**src/rtl/pipe_stage_buf.sv**
```systemverilog
// pipe_stage_buf: inter-stage pipeline buffer; DEPTH=1 plain register, DEPTH>=2 elastic FIFO; PIPE_STAT_EN adds stall/bubble counters
module pipe_stage_buf #(
    parameter int WIDTH = 32,
    parameter int DEPTH = 1
) (
    input  logic             clk,
    input  logic             reset,
    input  logic             flush,
    input  logic             up_ready_go,
    input  logic             up_valid,
    input  logic [WIDTH-1:0] up_data,
    output logic             allow_in,
    output logic             dn_valid,
    output logic [WIDTH-1:0] dn_data,
    input  logic             dn_accept,
    output logic [2:0]       count
`ifdef PIPE_STAT_EN
    ,
    output logic [31:0]      stall_cnt,
    output logic [31:0]      bubble_cnt
`endif
);
    localparam int PW = (DEPTH > 1) ? $clog2(DEPTH) : 1;

    logic [WIDTH-1:0] mem [DEPTH];
    logic [PW-1:0]    wr_ptr, rd_ptr;
    logic             push, pop;

    // explicit wrap so non-power-of-two depths cycle 0..DEPTH-1
    function automatic logic [PW-1:0] nxt(input logic [PW-1:0] p);
        return (p == PW'(DEPTH - 1)) ? '0 : p + 1'b1;
    endfunction

    assign dn_valid = count != 3'd0;
    assign dn_data  = dn_valid ? mem[rd_ptr] : '0;
    assign allow_in = (DEPTH == 1) ? (~dn_valid | dn_accept) : (count < 3'(DEPTH));
    assign push     = up_ready_go & up_valid & allow_in;
    assign pop      = dn_valid & dn_accept;

    // storage, pointers and occupancy; reset and flush both empty and zero the buffer
    always_ff @(posedge clk) begin
        if (reset || flush) begin
            count  <= '0;
            wr_ptr <= '0;
            rd_ptr <= '0;
            for (int i = 0; i < DEPTH; i++) mem[i] <= '0;
        end else begin
            if (push) begin
                mem[wr_ptr] <= up_data;
                wr_ptr      <= nxt(wr_ptr);
            end
            if (pop) rd_ptr <= nxt(rd_ptr);
            if (push && !pop) count <= count + 3'd1;
            else if (pop && !push) count <= count - 3'd1;
        end
    end

`ifdef PIPE_STAT_EN
    // stall/bubble statistics; cleared only by reset, wrap naturally
    always_ff @(posedge clk) begin
        if (reset) begin
            stall_cnt  <= '0;
            bubble_cnt <= '0;
        end else begin
            if (dn_valid && !dn_accept) stall_cnt <= stall_cnt + 32'd1;
            if (!dn_valid && dn_accept) bubble_cnt <= bubble_cnt + 32'd1;
        end
    end
`endif

`ifndef SYNTHESIS
    // handshake sanity: no pop from empty, no push into a full FIFO
    always_ff @(posedge clk) begin
        if (!reset) begin
            assert (!(pop && count == 3'd0)) else $error("pop while empty");
            if (DEPTH > 1) assert (!(push && count == 3'(DEPTH))) else $error("push while full");
        end
    end
`endif
endmodule

```
**config.mk**
```make
export PLATFORM = sky130hd
export DESIGN_NAME = pipe_stage_buf
export DESIGN_NICKNAME = d
export VERILOG_FILES = /design/src/rtl/pipe_stage_buf.sv
export SDC_FILE = /design/constraint.sdc
export NUM_CORES = 1
export LEC_CHECK = 0
export CORE_MARGIN = 10
export CORE_UTILIZATION = 38
export CTS_BUF_LIST = sky130_fd_sc_hd__clkbuf_8
export CTS_CLUSTER_DIAMETER = 30
export DETAILED_ROUTE_END_ITERATION = 16
export PLACE_DENSITY = 0.78
export SYNTH_ARGS = -nofsm -noshare
export SYNTH_HDL_FRONTEND = slang
export SYNTH_SLANG_ARGS = --single-unit
```
**constraint.sdc**
```tcl
create_clock -name clk -period 2.3 [get_ports clk]
set_input_delay 0.23 -clock clk [delete_from_list [all_inputs] [get_ports clk]]
set_output_delay 0.23 -clock clk [all_outputs]
set_load 0.01 [all_outputs]
```
==> key figures, run 1 <==
Power
  – Maximum vdd drop: 0.3777 mV
  – Internal power: 1.104 mW
  – Overall power: 1.443 mW
  – Pwr Density: 573.2 nW/um^2
  – Logic pwr share: 20.5%
  – Leakage: 1.094 nW
  – Switching share of total power: 23.50%
  – Clock power share: 27.9%
  – Net Switching: 0.3391 mW
  – Reg power frac: 51.6%

Routing
  – Vias per inst: 4.736
  – Routed wire length: 4222 um
  – Antenna viol nets, final: 0
  – Routed vias: 1236
  – DRT iter0 DRCs: 54
  – Wire per inst: 16.18 um
  – DR DRC count: 0
  – Drt pass-1 iters: 4

Clock network
  – Clock slew at reported path FFs: 0.07 ns
  – Root buf cell: clkbuf_8
  – Total CTS buffers: 5
  – CTS sink cnt: 35
  – H-tree depth: 2
  – Post-CTS Setup Inserts: 0
  – Clock Latency Late Sink: 0.28 ns
  – CTS tree: done
  – CTS Buffer Depth: 2

Floorplanning
  – Std-Cell Rows: 23
  – Starting Density: 39.93%
  – Core area: 4086 um^2
  – Die area: 7315 um^2
  – IO Count: 75
  – Die height: 85.53 um
  – Die width: 85.53 um

Global routing
  – Global-route wire length before repair: 6658 um
  – Tot GR Track Use: 11.66%
  – Initial antenna violation count: 0
  – Vias in the first global route: 1329
  – GR Overflow Total: 0
  – Maximum number of pins on one net before global-route repair: 19

Yosys
  – Number of enable flip-flop cells after synthesis: 32
  – YS warnings: 0
  – Post-synthesis async set-or-reset flop share: 0%
  – Most used DFF post-synth: edfxtp_1
  – Mapped cell area: 1632 um^2
  – Syn avg cell area: 12.45 um^2
  – Number of distinct library cells after synthesis: 19
  – Post-Syn Nets: 170
  – Seq/Total Area, Yosys: 62.58%
  – Syn Inst Count: 131
  – Yosys reg bits: 35

STA
  – Slew headroom: 63.02%
  – Pins Over Slew Limit: 0
  – Setup violators final: 0
  – Worst-Margin Slew: 0.5541 ns
  – Crit path time final: 2.144 ns
  – Setup Skew: 0.005685 ns
  – Setup tns final: 0 ns
  – Crit share post-route: 93.23%
  – RSZ-0062 raised after global routing: no
  – Final Hold Vio Count: 0
  – Fmax: 466.4 MHz

Place
  – Post-placement cell count: 253
  – # port buffers: 74
  – Placed instance area: 2432 um^2
  – Post-DP HPWL: 3358 um
  – RePlAce Congestion: 0.7062

Final layout
  – FF+latch area: 1021 um^2
  – Final Cell Area: 2517 um^2
  – Non-filler cells, final: 261
  – Fill cells: 322
  – Most common cell after layout, fill and taps aside: clkdlybuf4s50_1
  – Most frequent cells in the layout: 74 x clkdlybuf4s50_1, 32 x and2_1, 32 x and3_1, 32 x edfxtp_1, 8 x buf_4
  – Synth-to-Final Area Change: 54.29%
  – Ant. Diodes: 0
  – Area of the multi-input gates: 549.3 um^2
  – Layout cells sized above 1: 8.531%
  – Layout Nets: 249

Critical path
  – Crit-path max cell delay: 0.50 ns
  – CP max-delay cell: clkdlybuf4s50_1
  – CP Capture Type: output port
  – Reg2Reg Capture Point: mem[0][8]
  – CP Cell Sequence: or3_4 -> buf_4 -> and2_1 -> clkdlybuf4s50_1
  – CP Launch Type: flip-flop
  – FF-to-FF Start: count[2]
  – Setup CP Type: flip-flop to output port
  – Crit path max fanout: 16
  – Worst Path Required: 2.07 ns
  – Reg2Reg Setup Slack: 0.44 ns
  – R2R depth: 5
  – Crit path DAT: 1.91 ns

Min path
  – Hold path depth: 2
  – HP Class: flip-flop to flip-flop
  – Worst hold path endpoint: count[2]
  – Min-delay src: count[2]

Status
  – Status: finished, final reports clean

Job
  – # Max-Cap Violations: 0
==> state kept, by name (all words and copies together) (netlist names) <==
| name | flops |
|---|---|
| count | 3 |
| mem | 32 |
==> stage by stage <==
step                      util, %  hold slack (ns)  setup WS [ns]
after CTS                   61.48           0.5022        0.04340
after global placement      59.52           0.4686         0.4075
after detailed placement    59.52           0.4929         0.3569
final                       61.60           0.4998         0.1558
after floorplan                 -           0.3995         0.2699
after global routing        61.60           0.5669        0.06825
==> power groups by stage <==
| stage | sequential (mW) | clock, mW | combinational, mW |
|---|---|---|---|
| finish | 0.744 | 0.403 | 0.296 |
| global route | 0.747 | 0.456 | 0.325 |
| CTS | 0.745 | 0.420 | 0.298 |
| detailed placement | 0.758 | 0 | 0.296 |
| global placement | 0.757 | 0 | 0.289 |
| floorplan | 0.758 | 0 | 0.132 |
==> worst max path at each step <==
stage / slack, ns / startpoint / end
final: 0.16 / count[2] / dn_data[27]
after global routing: 0.07 / count[2] / dn_data[26]
after CTS: 0.04 / count[2] / dn_data[27]
after detailed placement: 0.36 / count[2] / mem[0][8]
after global placement: 0.41 / count[2] / dn_data[27]
after floorplan: 0.27 / count[0] / count[1]
==> repair_timing <==
action | in CTS | in global routing
hold buffers | 0 | 0
setup endpoints to repair | 0 | 30
resized for setup | 0 | 1
==> synth_stat cells, types with 2 or more instances <==
cell type	n	area share (%)
and2_1	32	12
and3_1	32	12
buf_6	4	2.8
clkbuf_1	6	1.4
dfxtp_1	3	3.7
edfxtp_1	32	59
nand2_1	4	0.92
nor2_1	2	0.46
o21ai_0	2	0.61
or3_1	4	1.5
xor2_1	2	1.1
==> logic make-up (layout without fill, tap and decap cells) <==
| family | Yosys count | in the layout | share of synthesized area [%] |
|---|---|---|---|
| multiplexers | 1 | 1 | 0.6135 |
| XOR/XNOR | 2 | 2 | 1.074 |
| AO/OA/AOI/OAI | 5 | 5 | 2.377 |
| flip-flops | 35 | 35 | 62.58 |
| adder cells (fa/ha/maj) | 1 | 1 | 0.7667 |
| buffers and inverters | 11 | 91 | 4.371 |
| AND/OR/NAND/NOR | 76 | 76 | 28.22 |
==> area by class of cell <==
cell class	instances	share of cell area, %
clock buffers	5	2.734
repair buffers	82	31.81
inverters	1	0.1491
clock inverters	3	0.4473
multi-input cells	85	21.82
well taps	50	2.485
flip-flops and latches	35	40.56
==> routing by layer <==
metal,vias to the layer above,global-route usage [%],wire [um],share of wire (%)
li1,617,-,-,-
met1,569,11.65,1591,38
met2,48,20.10,2186,52
met3,2,7.190,436,10
met4,0,2.695,8,0.19
met5,-,0,0,0
==> worst max-delay path, delay by kind of cell, from the launching register on <==
kind | cells | cell delay (ns)
AND/OR/NAND/NOR | 2 | 0.60
buffers and inverters | 2 | 0.70
flip-flops | 1 | 0.33
No activity file was read; power rests on OpenSTA's default activity.
==> run 2: changes to the inputs <==
Settings changed: SKIP_LAST_GASP set to 1.
==> results of run 2 <==
No change in the layout: final DEF, timing and power equal those of run 1.
